===== src/rtl/rsa_stream_crypter.sv =====
// RSA stream engine: packs serial RX bits into blocks for an external modular exponentiator
// and streams the results back out to TX as bytes, with end-of-stream flush and bad-key detection.
module rsa_stream_crypter #(
    parameter int KEY_W = 32,
    parameter int LEN_W = 6
) (
    input  logic             clk,
    input  logic             rst,
    input  logic             mode,
    input  logic             start,
    input  logic             eos,
    input  logic [KEY_W-1:0] n_key,
    input  logic [KEY_W-1:0] e_key,
    input  logic [KEY_W-1:0] d_key,
    input  logic             data_in,
    input  logic             ready_in,
    output logic             clear_rx_flag,
    output logic             fme_start,
    output logic [KEY_W-1:0] fme_base,
    output logic [KEY_W-1:0] fme_exp,
    input  logic             fme_done,
    input  logic [KEY_W-1:0] fme_result,
    input  logic             ready_out,
    output logic             start_out,
    output logic [7:0]       data_out,
    output logic [LEN_W-1:0] n_len_out,
    output logic             busy,
    output logic             err
);

    typedef enum logic [2:0] {
        S_IDLE, S_SETUP, S_COLLECT, S_RUN, S_EMIT, S_FLUSH, S_DONE
    } state_t;

    state_t           state;
    logic             mode_r;
    logic             last;
    logic             guard;
    logic [LEN_W-1:0] blk_len;
    logic [LEN_W-1:0] emit_len;
    logic [LEN_W-1:0] bit_cnt;
    logic [LEN_W-1:0] emit_cnt;
    logic [KEY_W-1:0] blk;
    logic [KEY_W-1:0] res;
    logic [7:0]       acc;
    logic [3:0]       acc_cnt;

    // Bit length of the modulus: index of the highest set bit plus one (0 for n_key == 0).
    function automatic logic [LEN_W-1:0] msb_len(input logic [KEY_W-1:0] v);
        logic [LEN_W-1:0] len;
        len = '0;
        for (int i = 0; i < KEY_W; i++) begin
            if (v[i]) len = LEN_W'(i + 1);
        end
        return len;
    endfunction

    always_ff @(posedge clk) begin
        if (rst) begin
            state         <= S_IDLE;
            mode_r        <= 1'b0;
            last          <= 1'b0;
            guard         <= 1'b0;
            blk_len       <= '0;
            emit_len      <= '0;
            bit_cnt       <= '0;
            emit_cnt      <= '0;
            blk           <= '0;
            res           <= '0;
            acc           <= '0;
            acc_cnt       <= '0;
            clear_rx_flag <= 1'b0;
            fme_start     <= 1'b0;
            fme_base      <= '0;
            fme_exp       <= '0;
            start_out     <= 1'b0;
            data_out      <= '0;
            n_len_out     <= '0;
            busy          <= 1'b0;
            err           <= 1'b0;
        end else begin
            clear_rx_flag <= 1'b0;
            fme_start     <= 1'b0;
            start_out     <= 1'b0;
            // The guard cycle is the one right after the start_out pulse has dropped.
            if (!start_out && guard) guard <= 1'b0;

            case (state)
                S_IDLE: begin
                    if (start) begin
                        mode_r    <= mode;
                        n_len_out <= msb_len(n_key);
                        err       <= 1'b0;
                        busy      <= 1'b1;
                        state     <= S_SETUP;
                    end
                end

                S_SETUP: begin
                    if (n_len_out < LEN_W'(2)) begin
                        err   <= 1'b1;
                        busy  <= 1'b0;
                        state <= S_IDLE;
                    end else begin
                        blk_len  <= mode_r ? n_len_out - LEN_W'(1) : LEN_W'(KEY_W);
                        emit_len <= mode_r ? LEN_W'(KEY_W) : n_len_out - LEN_W'(1);
                        fme_exp  <= mode_r ? e_key : d_key;
                        blk      <= '0;
                        bit_cnt  <= '0;
                        last     <= 1'b0;
                        acc      <= '0;
                        acc_cnt  <= '0;
                        state    <= S_COLLECT;
                    end
                end

                S_COLLECT: begin
                    // A pending RX bit always wins over eos; bits not yet received stay zero (padding).
                    if (bit_cnt == blk_len || (!ready_in && eos && bit_cnt != '0)) begin
                        fme_start <= 1'b1;
                        fme_base  <= blk;
                        last      <= (bit_cnt != blk_len);
                        blk       <= '0;
                        bit_cnt   <= '0;
                        state     <= S_RUN;
                    end else if (ready_in) begin
                        // While the acknowledge is out, the RX flag has not dropped yet.
                        if (!clear_rx_flag) begin
                            blk           <= blk | (KEY_W'(data_in) << bit_cnt);
                            bit_cnt       <= bit_cnt + LEN_W'(1);
                            clear_rx_flag <= 1'b1;
                        end
                    end else if (eos) begin
                        state <= S_FLUSH;
                    end
                end

                S_RUN: begin
                    if (fme_done) begin
                        res      <= fme_result;
                        emit_cnt <= '0;
                        state    <= S_EMIT;
                    end
                end

                S_EMIT: begin
                    // Result bits enter the byte accumulator LSB-first; a partial byte carries over.
                    if (acc_cnt == 4'd8) begin
                        if (!start_out && !guard && ready_out) begin
                            start_out <= 1'b1;
                            data_out  <= acc;
                            acc_cnt   <= '0;
                            guard     <= 1'b1;
                        end
                    end else if (emit_cnt != emit_len) begin
                        acc      <= {res[0], acc[7:1]};
                        res      <= res >> 1;
                        acc_cnt  <= acc_cnt + 4'd1;
                        emit_cnt <= emit_cnt + LEN_W'(1);
                    end else if (!start_out && !guard) begin
                        state <= last ? S_FLUSH : S_COLLECT;
                    end
                end

                S_FLUSH: begin
                    acc     <= '0;
                    acc_cnt <= '0;
                    state   <= S_DONE;
                end

                S_DONE: begin
                    busy  <= 1'b0;
                    state <= S_IDLE;
                end

                default: begin
                    busy  <= 1'b0;
                    state <= S_IDLE;
                end
            endcase
        end
    end

endmodule


===== config.mk =====
export PLATFORM = sky130hd
export DESIGN_NAME = rsa_stream_crypter
export DESIGN_NICKNAME = d
export VERILOG_FILES = /design/src/rtl/rsa_stream_crypter.sv
export SDC_FILE = /design/constraint.sdc
export NUM_CORES = 1
export LEC_CHECK = 0
export BUFFER_PORTS_ARGS = -buffer_cell sky130_fd_sc_hd__buf_2
export CAP_MARGIN = 15
export CORE_MARGIN = 10
export CORE_UTILIZATION = 57
export CTS_CLUSTER_DIAMETER = 60
export CTS_CLUSTER_SIZE = 20
export DETAILED_ROUTE_END_ITERATION = 16
export PLACE_DENSITY = 0.85
export SETUP_SLACK_MARGIN = 0.02
export SLEW_MARGIN = 20
export SYNTH_ARGS = -nofsm -noshare
export SYNTH_HDL_FRONTEND = slang
export SYNTH_SLANG_ARGS = --single-unit

===== constraint.sdc =====
create_clock -name clk -period 2.9 [get_ports clk]
set_input_delay 0.435 -clock clk [delete_from_list [all_inputs] [get_ports clk]]
set_output_delay 0.435 -clock clk [all_outputs]
set_load 0.1 [all_outputs]

# == Word-level counts from Yosys, hierarchy flattened ==
# Index checks and enable logic that the tools add are counted.
# op_classes
shift,1
n_eq_ne,24
muxes,89
n_addsub,4
bitwise_logic,7
n_reduce_logical,31
magnitude_cmp,1
# ops
operator,n
32-bit 2-to-1 mux,8
6-bit 2-to-1 mux,40
32-bit case mux with 2 select lines,2
32-bit OR,1
1-bit by 6-bit << shifter with 32-bit output,1
3-bit 2-to-1 mux,9
8-bit 2-to-1 mux,3
6-bit case mux with 2 select lines,2
8-bit case mux with 3 select lines,1
"2-bit inequality test, second input constant",9
"3-bit inequality test, second input constant",6
3-bit case mux with 6 select lines,1
4-bit 2-to-1 mux,4
4-bit AND reduction,4
1-bit 2-to-1 mux,14
"6-bit by 1-bit adder with 6-bit output, second input constant",2
6-bit inequality test,2
4-bit case mux with 3 select lines,1
3-bit AND reduction,4
4-bit OR reduction,2
7-bit AND reduction,1
"3-bit by 2-bit == test with 1-bit output, second input constant",2
"3-bit == test, second input constant",2
6-bit == test,1
other kinds (19),35
# totals
wordCells,178
in_bits,137
ff_bits,189

# == Logic depth before layout (Yosys ltp) ==
# Gate-level depths: netlist (run 1).
# depth
depth_word,32
mapped_depth,9
ltp_nobuf,7

# == Worst setup path before layout (run 1) ==
# Ideal clock, no wire load.
# synth_path
path_type,register -> register
start,register n_len_out[5]
end,register blk[10]
synth_period_minus_slack_ps,2647
setup_ps,59
slack_ps,253
t_arrival_ps,2588
n_path_buf,0
t_required_ps,2841
stages_incl_launch_ff,6
cell_sequence,dfxtp_1 nor4b_1 a2111o_1 or4b_4 nor4_2 o21a_1
# synth_via
elab_chain_cells,3
# synth_lines
element,line_no,text
start: declaration,26,"output logic [LEN_W-1:0] n_len_out,"
start signal: assignment,92,n_len_out <= msb_len(n_key);
6-bit by 2-bit < comparator with 1-bit output,100,if (n_len_out < LEN_W'(2)) begin
2-bit inequality test (no source line),-,
4-bit AND reduction (no source line),-,
end signal: assignment,129,blk <= blk | (KEY_W'(data_in) << bit_cnt);
end: declaration,43,logic [KEY_W-1:0] blk;
# Every way passes these cells.
# A chain may end at the register's enable or synchronous reset.

# == Final worst setup path (run 1) ==
# layout_path
start,register state[0]
end,register acc[5]
# layout_via
elab_chain_cells,3
word_cells_on_any_way,9
# layout_lines
element,line_no,text
start: declaration,35,state_t state;
start signal: assignment,161,state <= last ? S_FLUSH : S_COLLECT;
3-bit == test / 3-bit by 1-bit == test with 1-bit output (equally long branches),88,case (state)
2-bit inequality test (no source line) / 3-bit nonzero test (equally long branches),-,
4-bit AND reduction (no source line),-,
end signal: assignment,156,"acc <= {res[0], acc[7:1]};"
end: declaration,45,logic [7:0] acc;
# Parallel ways exist; a longest one is shown, timed or not.

==> results of run 1 <==
==> worst max-delay path: stages (launching register included) <==
cell and delay, ns:
dfxtp_1 0.46, buf_4 0.24, nor3b_4 0.20, nand2_1 0.13, a21oi_4 0.13, buf_4 0.38
nor2b_1 0.50, a22o_1 0.21
==> cell type report <==
| class | count | area (µm²) |
|---|---|---|
| Fill cell | 1156 | 4210 |
| Sequential cell | 189 | 3780 |
| Clock buffer | 19 | 453 |
| Inverter | 19 | 71.3 |
| Multi-Input combinational cell | 684 | 4280 |
| Tap cell | 184 | 230 |
| Timing Repair Buffer | 243 | 1300 |
| Clock inverter | 13 | 153 |
==> kinds of logic (layout without fill, tap and decap cells) <==
kind of cell	Yosys count	after routing	share of synthesized area [%]
AO/OA/AOI/OAI	218	218	18.7
adder cells (fa/ha/maj)	6	6	0.892
AND/OR/NAND/NOR	371	371	20.5
flip-flops	189	189	45.0
buffers and inverters	95	294	4.66
multiplexers	68	68	8.09
XOR/XNOR	21	21	2.19
==> routing by layer <==
layer / global-route usage (%) / vias up
li1: - / 3868
met1: 25.6 / 3559
met2: 36.8 / 302
met3: 8.64 / 32
met4: 7.53 / 0
met5: 0 / -
==> worst min-delay path by stage <==
| stage | endpoint | cells after the start | startpoint |
|---|---|---|---|
| after floorplan | blk[26] | 2 | blk[26] |
| after global placement | data_out[2] | 2 | data_out[2] |
| after detailed placement | data_out[2] | 2 | data_out[2] |
| after CTS | mode_r | 3 | mode |
| after global routing | mode_r | 3 | mode |
| final | mode_r | 3 | mode |
==> stage by stage <==
step / util, % / worst slack (ns) / hold WS (ns) / cell area (µm²) / std cells
final: 70.9 / 0.584 / 0.234 / 10300 / 1351
after global routing: 70.9 / 0.350 / 0.265 / 10300 / 1351
after CTS: 70.9 / 0.605 / 0.222 / 10300 / 1351
after detailed placement: 66.8 / 0.635 / 0.444 / 9670 / 1319
after global placement: 66.8 / 0.685 / 0.435 / 9670 / 1319
after floorplan: - / 0.253 / 0.436 / 8410 / 968
==> registers in the layout (all words and copies together), names as in the netlist, 8 cells and up <==
register  cells
fme_exp      32
data_out      8
blk          32
acc           8
fme_base     32
res          32
==> power groups by stage <==
stage / clock network [µW] / registers [µW] / logic [µW]
after CTS: 2400 / 3120 / 3430
after global placement: 0 / 3160 / 3370
final: 2380 / 3120 / 3440
after floorplan: 0 / 4240 / 1620
after global routing: 2500 / 3160 / 3700
after detailed placement: 0 / 3170 / 3420
==> Yosys cell counts, types with 5 or more instances <==
| cell type | count | area share [%] |
|---|---|---|
| dfxtp_1 | 189 | 45 |
| nor2_1 | 132 | 5.9 |
| nand2_1 | 107 | 4.8 |
| mux2i_1 | 68 | 8.1 |
| nor3_1 | 63 | 3.7 |
| a21oi_1 | 60 | 3.6 |
| clkbuf_1 | 53 | 2.4 |
| a211oi_1 | 42 | 3.7 |
| a311oi_1 | 36 | 3.7 |
| buf_2 | 19 | 1.1 |
| inv_1 | 19 | 0.85 |
| xor2_1 | 12 | 1.2 |
| a31oi_1 | 11 | 0.82 |
| o21ai_0 | 10 | 0.59 |
| nand3_1 | 9 | 0.54 |
| xnor2_1 | 9 | 0.94 |
| a22o_1 | 8 | 0.83 |
| a41oi_1 | 6 | 0.62 |
| and3_1 | 6 | 0.45 |
| ha_1 | 6 | 0.89 |
| nor4_1 | 6 | 0.45 |
| and2_1 | 5 | 0.37 |
| nand4_1 | 5 | 0.37 |
| o21a_1 | 5 | 0.45 |
| o31ai_1 | 5 | 0.45 |
| or3_1 | 5 | 0.37 |
==> qor.yml, run 1 <==
run_status:
  status: "finished clean"
place:
  place_congestion: 0.870
  hpwlAfterDp_um: 16600
  port_buffers: 219
grt:
  grt_max_degree: 77
  grt-ovfl-total: 0
  antenna_found_initial: 0
  groute.usage.overall_pct: 22.2
  grt_pass1_vias: 7807
  grt_pass1_wl_um: 37400
yosys:
  synth.distinct_cells: 65
  yosys_register_bits: 189
  syn_nets: 1111
  syn_area_um2: 8410
  ys_warn_count: 0
  synth_edf_count: 0
  syn_inst: 968
  ys_seq_area_share_pct: 45.0
  syn_avg_cell_area_um2: 8.69
  ys.flop_type: "dfxtp_1"
  synth-async-reset-ratio_pct: 0
floorplanning:
  io_pins: 220
  die_w_um: 141
  start_util_pct: 58.1
  fp.dieH_um: 141
  core_um2: 14500
  dieArea_um2: 20000
  rows: 44
route:
  drt_first_iter_violations: 636
  wirelength_met1_um: 9350
  route.met3.wl_um: 2010
  drt-total-wl_um: 22600
  drc: 0
  wire_per_inst_um: 16.7
  antenna_left: 0
  via_per_inst: 5.74
  topRoutingLayerUsed: "met4"
  firstDrtPassIters: 7
  vias: 7761
  dr_wl_met2_um: 10800
critical_path:
  startpoint_type: "flop"
  path_max_fanout: 41
  rr_worst_depth: 7
  path_class: "flop to flop"
  worstPathArrival_ns: 2.69
  worstReg2RegStart: "state[0]"
  required_ns: 3.28
  crit_start: "state[0]"
  timing.rr.end: "acc[5]"
  ff2ff_setup_slack_ns: 0.58
  critPathCapture: "acc[5]"
  crit_path_end_kind: "flop"
hold_path:
  min_path_type: "input pin to flop"
power:
  p_clk_share_pct: 26.6
  power_density_nw_per_um2: 870
  p_switching_uw: 3750
  intPower_uw: 5180
  p_sw_share_pct: 42.0
  cellLeakagePower_uw: 0.00441
  p_total_uw: 8930
  p_seq_share_pct: 34.9
  comb_power_share_pct: 38.5
  ir_drop_mv: 0.694
timing:
  fmax_ghz: 0.432
  finalSetupViolations: 0
  setup_tns_ns: 0
  slew_violations: 0
  tightest_slew_ns: 0.804
  min_period_ns: 2.32
  finClkSkew_ns: 0.00815
  period_share_pct: 79.9
  slew_headroom_pct: 46.3
  rsz0062_at_grt: "false"
  hold_viol_final: 0
cells_and_area:
  drive_above_1_share_pct: 25.8
  area_growth_pct: 22.1
  diodes: 0
  final_common_cell: "buf_2"
  nNetsFinal: 1297
  final_cell_mix: "buf_2, dfxtp_1, nor2_1, nand2_1, mux2i_1"
cts:
  numCtsBuffers: 17
  cts_tree: "done"
  insertion_delay_ns: 0.44
  clkSinkCount: 189
  cts_hold_buf: 0
  root_buffer: "clkbuf_16"
  clkTransAtPathRegs_ns: 0.07
  post_cts_buffers: 0
  clockBufferDepth: 2
  h-tree-depth: 4
  cts_resized: 0
run:
  maxCapViolations: 0
Power figures use the tool's default switching activity.
==> run 2: changes to the inputs <==
- ABC_AREA: default -> 1
- CORE_UTILIZATION: 57 -> 52
- PLACE_DENSITY: 0.85 -> 0.79
- clock period: 2.9 -> 2.21 ns (I/O delays scaled with it)
==> run 2 against run 1 <==
Effect of this change:
- final area is 2.1% lower
- register-to-register slack worse by 0.54 ns
- sequential cell count stayed put
- clock power is 31% higher
- critical endpoint is now blk[25]
- sequential share of layout area is 0.89 points higher
==> qor.yml, run 2 <==
route:
  drt_first_iter_violations: 467
  wire_per_inst_um: 14.1
  antenna_left: 0
  firstDrtPassIters: 5
  drt-total-wl_um: 21200
  drc: 0
  via_per_inst: 5.14
  vias: 7765
grt:
  antenna_found_initial: 0
  grt-ovfl-total: 0
  grt_pass1_vias: 7440
  grt_max_degree: 68
  groute.usage.overall_pct: 20.4
  grt_pass1_wl_um: 34800
cells_and_area:
  final_cell_mix: "nand2_1, buf_2, dfxtp_1, a21oi_1, inv_1"
  fillers: 1321
  drive_above_1_share_pct: 25.0
  fin_util_pct: 66.6
  area_growth_pct: 26.1
  final_common_cell: "nand2_1"
  layout.cells.non_filler: 1510
  diodes: 0
  nNetsFinal: 1452
critical_path:
  worstPathArrival_ns: 2.48
  startpoint_type: "flop"
  crit_slowest_cell: "dfxtp_4"
  cp_cell_sequence: "inv_2 > ha_1 > nand3_1 > o311ai_1 > nand2_1 > nor2_2 > inv_2 > o21ai_4 > nor3_4 > buf_12 > nand2_1 > a21oi_1"
  critPathMaxStageDelay_ns: 0.37
  path_max_fanout: 12
  crit_path_end_kind: "flop"
  path_class: "flop to flop"
  required_ns: 2.52
timing:
  hold_viol_final: 0
  min_period_ns: 2.16
  period_share_pct: 97.8
  slew_headroom_pct: 51.1
  rsz0062_at_grt: "true"
  hold_ws_ns: 0.159
  fmax_ghz: 0.463
  tightest_slew_ns: 0.732
  slew_violations: 0
  finalSetupViolations: 0
  finClkSkew_ns: 0.0108
cts:
  root_buffer: "clkbuf_16"
  numCtsBuffers: 17
  h-tree-depth: 4
  clkTransAtPathRegs_ns: 0.07
  cts_tree: "done"
  clkSinkCount: 189
  insertion_delay_ns: 0.43
  clockBufferDepth: 2
hold_path:
  min_path_type: "input pin to flop"
yosys:
  synth_top_area_share_pct: 47.5
  syn_inst: 1092
  synth.distinct_cells: 42
  syn_nets: 1235
  synth_commonest_cells: "nand2_1, dfxtp_1, a21oi_1, inv_1, nor2_1"
  syn_area_um2: 7970
  ys_seq_area_share_pct: 47.5
  synth_top_cell_by_area: "dfxtp_1"
  syn_avg_cell_area_um2: 7.30
  synth-async-reset-ratio_pct: 0
  ys_warn_count: 0
  ys.flop_type: "dfxtp_1"
  synthTopCellsByArea: "dfxtp_1, nand2_1, a21oi_1, a31oi_1, inv_1"
  yosys_register_bits: 189
  synth_most_common_cell: "nand2_1"
  synth_edf_count: 0
power:
  cellLeakagePower_uw: 0.00440
  ir_drop_mv: 0.755
  power_density_nw_per_um2: 1350
floorplanning:
  dieArea_um2: 20700
  start_util_pct: 52.8
  io_pins: 220
  core_um2: 15100
  fp.dieH_um: 144
  rows: 45
  die_w_um: 144
place:
  hpwlAfterDp_um: 15500
  place_congestion: 0.906
  dp.cells: 1472
  port_buffers: 219
run:
  maxCapViolations: 0
run_status:
  status: "finished clean"
run 2: critical path, delay by kind of cell (launching register included):
family	cells	cell delay, ns
fa+ha+maj	1	0.16
flops	1	0.37
simple gates	5	0.54
compound gates	3	0.65
buf+inv	3	0.31
run 2: cell families after synthesis:
family          after synthesis  synth area share (%)
compound gates              277                  19.3
xor+xnor                     12                  1.32
flops                       189                  47.5
fa+ha+maj                     6                 0.942
buf+inv                     173                  8.79
simple gates                435                  22.2
run 2: where the power goes:
| part | leakage [µW] | switching [µW] | internal (µW) |
|---|---|---|---|
| sequential | 0.00153 | 380 | 4100 |
| clock | 0.000290 | 1310 | 1820 |
| combinational | 0.00258 | 4580 | 1390 |
| total | 0.00440 | 6270 | 7310 |
run 2: worst paths after layout:
kind / startpoint / to / slack [ns] / depth (start not counted)
max reg2reg: bit_cnt[1] / blk[25] / 0.05 / 12
max: bit_cnt[1] / blk[25] / 0.05 / 12
min: e_key[23] / fme_exp[23] / 0.16 / 3
min reg2reg: clear_rx_flag / clear_rx_flag / 0.44 / 1
run 2: timing repair:
action,CTS,global route
endpoints found under the setup margin,30,78
hold buffers,0,0
setup buffers,0,7
pin swaps,0,5
gates resized for setup,1,11
gates cloned,0,0
run 2: cell type report:
cell class	count	area, µm²	share of cell area [%]
Sequential cell	189	3790	37.7
Multi-Input combinational cell	730	3540	35.2
Timing Repair Buffer	254	1430	14.2
Inverter	117	453	4.51
Clock buffer	19	443	4.41
Tap cell	188	235	2.34
Clock inverter	13	163	1.62
run 2: routing by layer:
layer / global-route usage [%] / part of all wire (%) / vias to the layer above
li1: - / - / 4016
met1: 24.1 / 42 / 3492
met2: 33.2 / 47 / 239
met3: 8.55 / 9.6 / 18
met4: 5.43 / 1.2 / 0
met5: 0 / 0 / -
run 2: through the flow:
stage | setup slack, ns | area [µm²] | total power, µW | TNS (ns)
final | 0.0491 | 10100 | 13600 | 0
after CTS | 0.0335 | 9960 | 13400 | 0
after global placement | 0.0657 | 9340 | 10200 | 0
after floorplan | 0.183 | 7980 | 9100 | 0
after global routing | -0.0893 | 10100 | 14300 | -1.81
after detailed placement | -0.00298 | 9350 | 10300 | -0.00525
